===== src/rtl/axi_write_master.sv =====
// Write-burst generator: takes one command, drives AW, then len+1 generated W beats, then
// collects the B response and reports it with a one-cycle done pulse.
module axi_write_master #(
  parameter int unsigned AW = 32,
  parameter int unsigned DW = 64
) (
  input  logic          axi_aclk,
  input  logic          rst_n,
  input  logic          cmd_valid,
  output logic          cmd_ready,
  input  logic [AW-1:0] cmd_addr,
  input  logic [7:0]    cmd_len,
  input  logic [2:0]    cmd_size,
  input  logic [1:0]    cmd_burst,
  input  logic [DW-1:0] cmd_seed,
  output logic [AW-1:0] awaddr_out,
  output logic [7:0]    awlen_out,
  output logic [2:0]    awsize_out,
  output logic [1:0]    awburst_out,
  output logic          awvalid_out,
  input  logic          awready,
  output logic [DW-1:0] wdata_out,
  output logic [7:0]    wstrb_out,
  output logic          wlast_out,
  output logic          wvalid_out,
  input  logic          wready,
  input  logic [1:0]    bresp,
  input  logic          bvalid,
  output logic          bready_out,
  output logic          done,
  output logic [1:0]    resp_out,
  output logic          busy
);

  localparam logic [1:0] BurstIncr = 2'b01;
  localparam logic [1:0] BurstWrap = 2'b10;

  typedef enum logic [1:0] {StIdle, StAddr, StData, StResp} state_e;

  state_e          state_q, state_d;
  logic [AW-1:0]   addr_q, addr_d;
  logic [AW-1:0]   baddr_q, baddr_d;
  logic [7:0]      len_q, len_d;
  logic [2:0]      size_q, size_d;
  logic [1:0]      burst_q, burst_d;
  logic [DW-1:0]   seed_q, seed_d;
  logic [7:0]      beat_q, beat_d;
  logic            done_q, done_d;
  logic [1:0]      resp_q, resp_d;

  logic [3:0]      nbytes;
  logic [AW-1:0]   lane_mask, aligned, incr_addr, wrap_mask, next_addr;
  logic [15:0]     lanes;
  logic [7:0]      strb;
  logic            wrap_len_ok, cmd_bad;

  // Address and strobe of the beat currently presented on W.
  always_comb begin
    nbytes    = 4'd1 << size_q;
    lane_mask = AW'(nbytes) - AW'(1);
    aligned   = baddr_q & ~lane_mask;
    incr_addr = aligned + AW'(nbytes);
    wrap_mask = ((AW'(len_q) + AW'(1)) << size_q) - AW'(1);
    unique case (burst_q)
      BurstIncr: next_addr = incr_addr;
      BurstWrap: next_addr = (baddr_q & ~wrap_mask) | (incr_addr & wrap_mask);
      default:   next_addr = baddr_q;
    endcase
    lanes = ((16'd1 << nbytes) - 16'd1) << (baddr_q[2:0] & ~lane_mask[2:0]);
    strb  = lanes[7:0];
    // Unaligned first beat of INCR/FIXED: drop the bytes below the start address.
    if (beat_q == 8'd0 && burst_q != BurstWrap) begin
      strb = strb & (8'hFF << baddr_q[2:0]);
    end
  end

  always_comb begin
    wrap_len_ok = (cmd_len == 8'd1) || (cmd_len == 8'd3) || (cmd_len == 8'd7) ||
                  (cmd_len == 8'd15);
    cmd_bad     = (cmd_size > 3'd3) || (cmd_burst == 2'b11) ||
                  ((cmd_burst == BurstWrap) && !wrap_len_ok);
  end

  always_comb begin
    state_d = state_q;
    addr_d  = addr_q;
    baddr_d = baddr_q;
    len_d   = len_q;
    size_d  = size_q;
    burst_d = burst_q;
    seed_d  = seed_q;
    beat_d  = beat_q;
    resp_d  = resp_q;
    done_d  = 1'b0;
    unique case (state_q)
      StIdle: begin
        if (cmd_valid) begin
          addr_d  = cmd_addr;
          baddr_d = cmd_addr;
          len_d   = cmd_len;
          size_d  = cmd_size;
          burst_d = cmd_burst;
          seed_d  = cmd_seed;
          beat_d  = 8'd0;
          if (cmd_bad) begin
            done_d = 1'b1;
            resp_d = 2'b11;
          end else begin
            state_d = StAddr;
          end
        end
      end
      StAddr: begin
        if (awready) state_d = StData;
      end
      StData: begin
        if (wready) begin
          if (beat_q == len_q) begin
            state_d = StResp;
          end else begin
            beat_d  = beat_q + 8'd1;
            baddr_d = next_addr;
          end
        end
      end
      StResp: begin
        if (bvalid) begin
          resp_d  = bresp;
          done_d  = 1'b1;
          state_d = StIdle;
        end
      end
      default: state_d = StIdle;
    endcase
  end

  always_ff @(posedge axi_aclk or negedge rst_n) begin
    if (!rst_n) begin
      state_q <= StIdle;
      addr_q  <= '0;
      baddr_q <= '0;
      len_q   <= '0;
      size_q  <= '0;
      burst_q <= '0;
      seed_q  <= '0;
      beat_q  <= '0;
      done_q  <= 1'b0;
      resp_q  <= '0;
    end else begin
      state_q <= state_d;
      addr_q  <= addr_d;
      baddr_q <= baddr_d;
      len_q   <= len_d;
      size_q  <= size_d;
      burst_q <= burst_d;
      seed_q  <= seed_d;
      beat_q  <= beat_d;
      done_q  <= done_d;
      resp_q  <= resp_d;
    end
  end

  assign cmd_ready   = (state_q == StIdle);
  assign busy        = (state_q != StIdle);
  assign awvalid_out = (state_q == StAddr);
  assign wvalid_out  = (state_q == StData);
  assign bready_out  = (state_q == StResp);
  assign awaddr_out  = addr_q;
  assign awlen_out   = len_q;
  assign awsize_out  = size_q;
  assign awburst_out = burst_q;
  assign wdata_out   = wvalid_out ? (seed_q + DW'(beat_q)) : '0;
  assign wstrb_out   = wvalid_out ? strb : 8'h00;
  assign wlast_out   = wvalid_out && (beat_q == len_q);
  assign done        = done_q;
  assign resp_out    = resp_q;

endmodule


===== config.mk =====
export PLATFORM = sky130hd
export DESIGN_NAME = axi_write_master
export DESIGN_NICKNAME = d
export VERILOG_FILES = /design/src/rtl/axi_write_master.sv
export SDC_FILE = /design/constraint.sdc
export NUM_CORES = 1
export LEC_CHECK = 0
export CAP_MARGIN = 20
export CELL_PAD_IN_SITES_DETAIL_PLACEMENT = 1
export CELL_PAD_IN_SITES_GLOBAL_PLACEMENT = 2
export CORE_ASPECT_RATIO = 0.7
export CORE_MARGIN = 3
export CORE_UTILIZATION = 30
export CTS_CLUSTER_DIAMETER = 80
export DETAILED_ROUTE_END_ITERATION = 16
export PLACE_DENSITY = 0.86
export SYNTH_ARGS = -nofsm -noshare
export SYNTH_HDL_FRONTEND = slang
export SYNTH_SLANG_ARGS = --single-unit

===== constraint.sdc =====
create_clock -name axi_aclk -period 4.59 [get_ports axi_aclk]
set_input_delay 0.459 -clock axi_aclk [delete_from_list [all_inputs] [get_ports axi_aclk]]
set_output_delay 0.459 -clock axi_aclk [all_outputs]
set_load 0.01 [all_outputs]

==> results.sh <==
export IMPL_p_per_area_mw_per_mm2=698.2
export IMPL_crit_slowest_cell="clkdlybuf4s50_1"
export IMPL_yosysMostFrequentCell="dfrtp_1"
export IMPL_maxCapViolCount=0
export IMPL_worst_slew_pin_slew_ns=0.8140
export IMPL_crit_family="simple AND/OR/NAND/NOR gates"
export IMPL_status="complete, no violations"
export IMPL_coreArea_sq_mm=0.02393
export IMPL_ant_nets=0
export IMPL_cp_slowest_stage_delay_ns=0.56
export IMPL_overflow=0
export IMPL_finalCritPeriodShare=0.9132
export IMPL_postCtsSetupRepairBufs=0
export IMPL_placed_area_sq_mm=0.01014
export IMPL_seqPwrFrac=0.307
export IMPL_clkPwrFrac=0.192
export IMPL_synth_seq_cells=125
export IMPL_wl_per_cell_um=20.67
export IMPL_synthFlopType="dfrtp_1"
export IMPL_clock_fmax_ghz=0.2386
export IMPL_area_growth_pct=45.66
export IMPL_syn_cell_area_sq_mm=0.007401
export IMPL_place_hpwl_um=20250
export IMPL_worstSetupPathType="reg -> out"
export IMPL_rsz0062_at_grt="no"
export IMPL_synth_cells=739
export IMPL_gp_congestion=0.8624
export IMPL_yosysWarnings=0
export IMPL_grt_pass1_vias=7092
export IMPL_leakagePower_nw=4.258
export IMPL_worstPathArrival_ns=3.73
export IMPL_critPathBufInv=1
export IMPL_numClockSinks=125
export IMPL_final_fill_count=2704
export IMPL_synth_edf_count=0
export IMPL_grt_antenna_before_repair=2
export IMPL_avgSynthCellArea_sq_um=10.01
export IMPL_dieArea_sq_mm=0.02662
export IMPL_synth_commonest_cells="dfrtp_1 (125), mux2_2 (112), nor2_1 (70)"
export IMPL_placementRows=47
export IMPL_first_iter_violations=378
export IMPL_syn_nets=875
export IMPL_finalHoldViolations=0
export IMPL_hold_class="in -> async"
export IMPL_cts_tree="done"
export IMPL_design_area_sq_mm=0.01078
export IMPL_drc=0
export IMPL_cp_start_kind="flop"
export IMPL_vias=6669
export IMPL_finalSetupViolCount=0
export IMPL_viasPerCell=5.114
export IMPL_synth_distinct_cells=55
export IMPL_max_slew_margin=0.4531
export IMPL_grt_pass1_wl_um=41870
export IMPL_io_pins=243
export IMPL_wl_um=26950
export IMPL_vdd_ir_drop_max_v=0.0003110
export IMPL_synth_top_cell_by_area="dfrtp_1"
export IMPL_fin_nets=1109
export IMPL_insertion_delay_ns=0.43
export IMPL_skew_ns=0.007900
export IMPL_critPathRequiredTime_ns=4.13
export IMPL_end_kind="primary output"
export IMPL_chipHeight_um=137.4
export IMPL_slew_violations=0
export IMPL_drive_above_1_share=0.1694
export IMPL_port_buffers=242
export IMPL_intPower_w=0.004543
export IMPL_power_switching_share=0.3965
export IMPL_cts_max_level=4
export IMPL_diodes=0
export IMPL_hold_worst_slack_ns=0.4653
export IMPL_finalSetupTns_ns=0
export IMPL_combinationalPowerShare=0.501
export IMPL_die_x_um=193.7
export IMPL_clk_path_buf_depth=2
export IMPL_path_max_fanout=9
export IMPL_p_switching_w=0.002984
export IMPL_fin_crit_ns=4.191
export IMPL_yosysTopAreaCellShare=0.4227
export IMPL_drt_pass1_iterations=5
export IMPL_cts_root_buf="clkbuf_16"
export IMPL_start_util=0.3092
export IMPL_grt_usage=0.2033
export IMPL_async_flop_share=1.000
export IMPL_yosysSeqAreaShare=0.4227
export IMPL_grt_max_degree=57
export IMPL_cts_made_buffers=17
export IMPL_path_cells="ha_1, and3_1, nor3b_1, or2_2, nand4_1, or3_1, a21oi_1, clkdlybuf4s50_1"
export IMPL_clk_pin_slew_ns=0.06
export IMPL_synth_area_top_cells="dfrtp_1 (42%), mux2_2 (17%), xor2_1 (4.7%), nor2_1 (3.6%), ha_1 (2.9%)"
sequential cells by signal, indices dropped and copies added, names as in the netlist, named ones only:
name,flops
awaddr_out,32
done,1
state_q,2
awsize_out,3
beat_q,8
awlen_out,8
seed_q,64
awburst_out,2
resp_out,2
power groups by stage:
stage	registers, W	logic, W	clock network [W]
2_1_floorplan	0.00216	0.00203	0
3_3_place_gp	0.00228	0.00373	0
3_5_place_dp	0.00231	0.00377	0
4_1_cts	0.00231	0.00382	0.00149
5_1_grt	0.00241	0.00413	0.00153
6_report	0.00231	0.00377	0.00144
path summary, 6_finish.rpt:
check | from | end | slack [ns] | depth (start not counted)
worst max-delay path | beat_q[6] | wdata_out[46] | 0.40 | 8
worst min-delay path | rst_n | seed_q[27] | 0.47 | 2
worst max register to register | state_q[0] | flop | 1.57 | 8
worst min register to register | awaddr_out[1] | awaddr_out[1] | 0.48 | 2
max in group asynchronous | rst_n | awaddr_out[18] | 3.10 | 3
min in group axi_aclk | awaddr_out[1] | awaddr_out[1] | 0.48 | 2
timing repair:
item,4_1_cts,5_1_grt
gates resized for setup,0,0
hold buffers,1,0
endpoints found under the hold margin,24,0
kinds of logic (layout without fill, tap and decap cells):
family                     Yosys count  after routing  synth area share
and+or+nand+nor                    244            244            0.1675
DFF                                125            125            0.4227
buffers and inverters               59            306           0.03195
adders and majority gates           19             19           0.03415
AOI/OAI and AO/OA                  122            122            0.1043
xor gates and xnor gates            56             56           0.06627
muxes                              114            114            0.1731
cell usage in the layout (no fill, tap or decap), types with 11 or more instances in the layout:
cell | synthesis | routed
inv_1 | 22 | 21
o2111ai_1 | 11 | 11
dfrtp_1 | 125 | 125
a21oi_1 | 37 | 37
nand3_1 | 22 | 22
nor3_1 | 13 | 13
clkbuf_16 | 0 | 17
mux2_2 | 112 | 112
o21ai_0 | 33 | 33
nor4_1 | 11 | 11
xor2_1 | 40 | 40
clkdlybuf4s50_1 | 0 | 241
nand2_1 | 48 | 47
ha_1 | 17 | 17
xnor2_1 | 16 | 16
nor2_1 | 70 | 70
nand4_1 | 15 | 15
or3_1 | 19 | 19
metrics by stage:
| stage | total power [W] | util | std cells | setup WS [ns] |
|---|---|---|---|---|
| 3_5_place_dp | 0.006077 | 0.4238 | 1271 | 0.8423 |
| 6_report | 0.007527 | 0.4504 | 1304 | 0.3985 |
| 3_3_place_gp | 0.006009 | 0.4238 | 1271 | 0.9424 |
| 2_1_floorplan | 0.004186 | - | 739 | 1.826 |
| 5_1_grt | 0.008066 | 0.4504 | 1304 | 0.1372 |
| 4_1_cts | 0.007615 | 0.4504 | 1304 | 0.3404 |
final cells by class:
class	instances	area, sq um	area share
multi-input cells	555	4044	0.3751
flip-flops and latches	125	3128	0.2902
repair buffers	252	2501	0.2320
clock buffers	20	466.7	0.04329
well taps	318	397.9	0.03691
clock inverters	12	160.2	0.01486
inverters	22	82.58	0.007660
layer usage:
metal / vias up / GRT usage / routed length (um)
li1: 3114 / - / -
met3: 23 / 0.07529 / 2166
met5: - / 0 / 7
met2: 207 / 0.2998 / 11290
met4: 2 / 0.04456 / 249
met1: 3323 / 0.2852 / 13240
(Power assumes the default switching activity.)
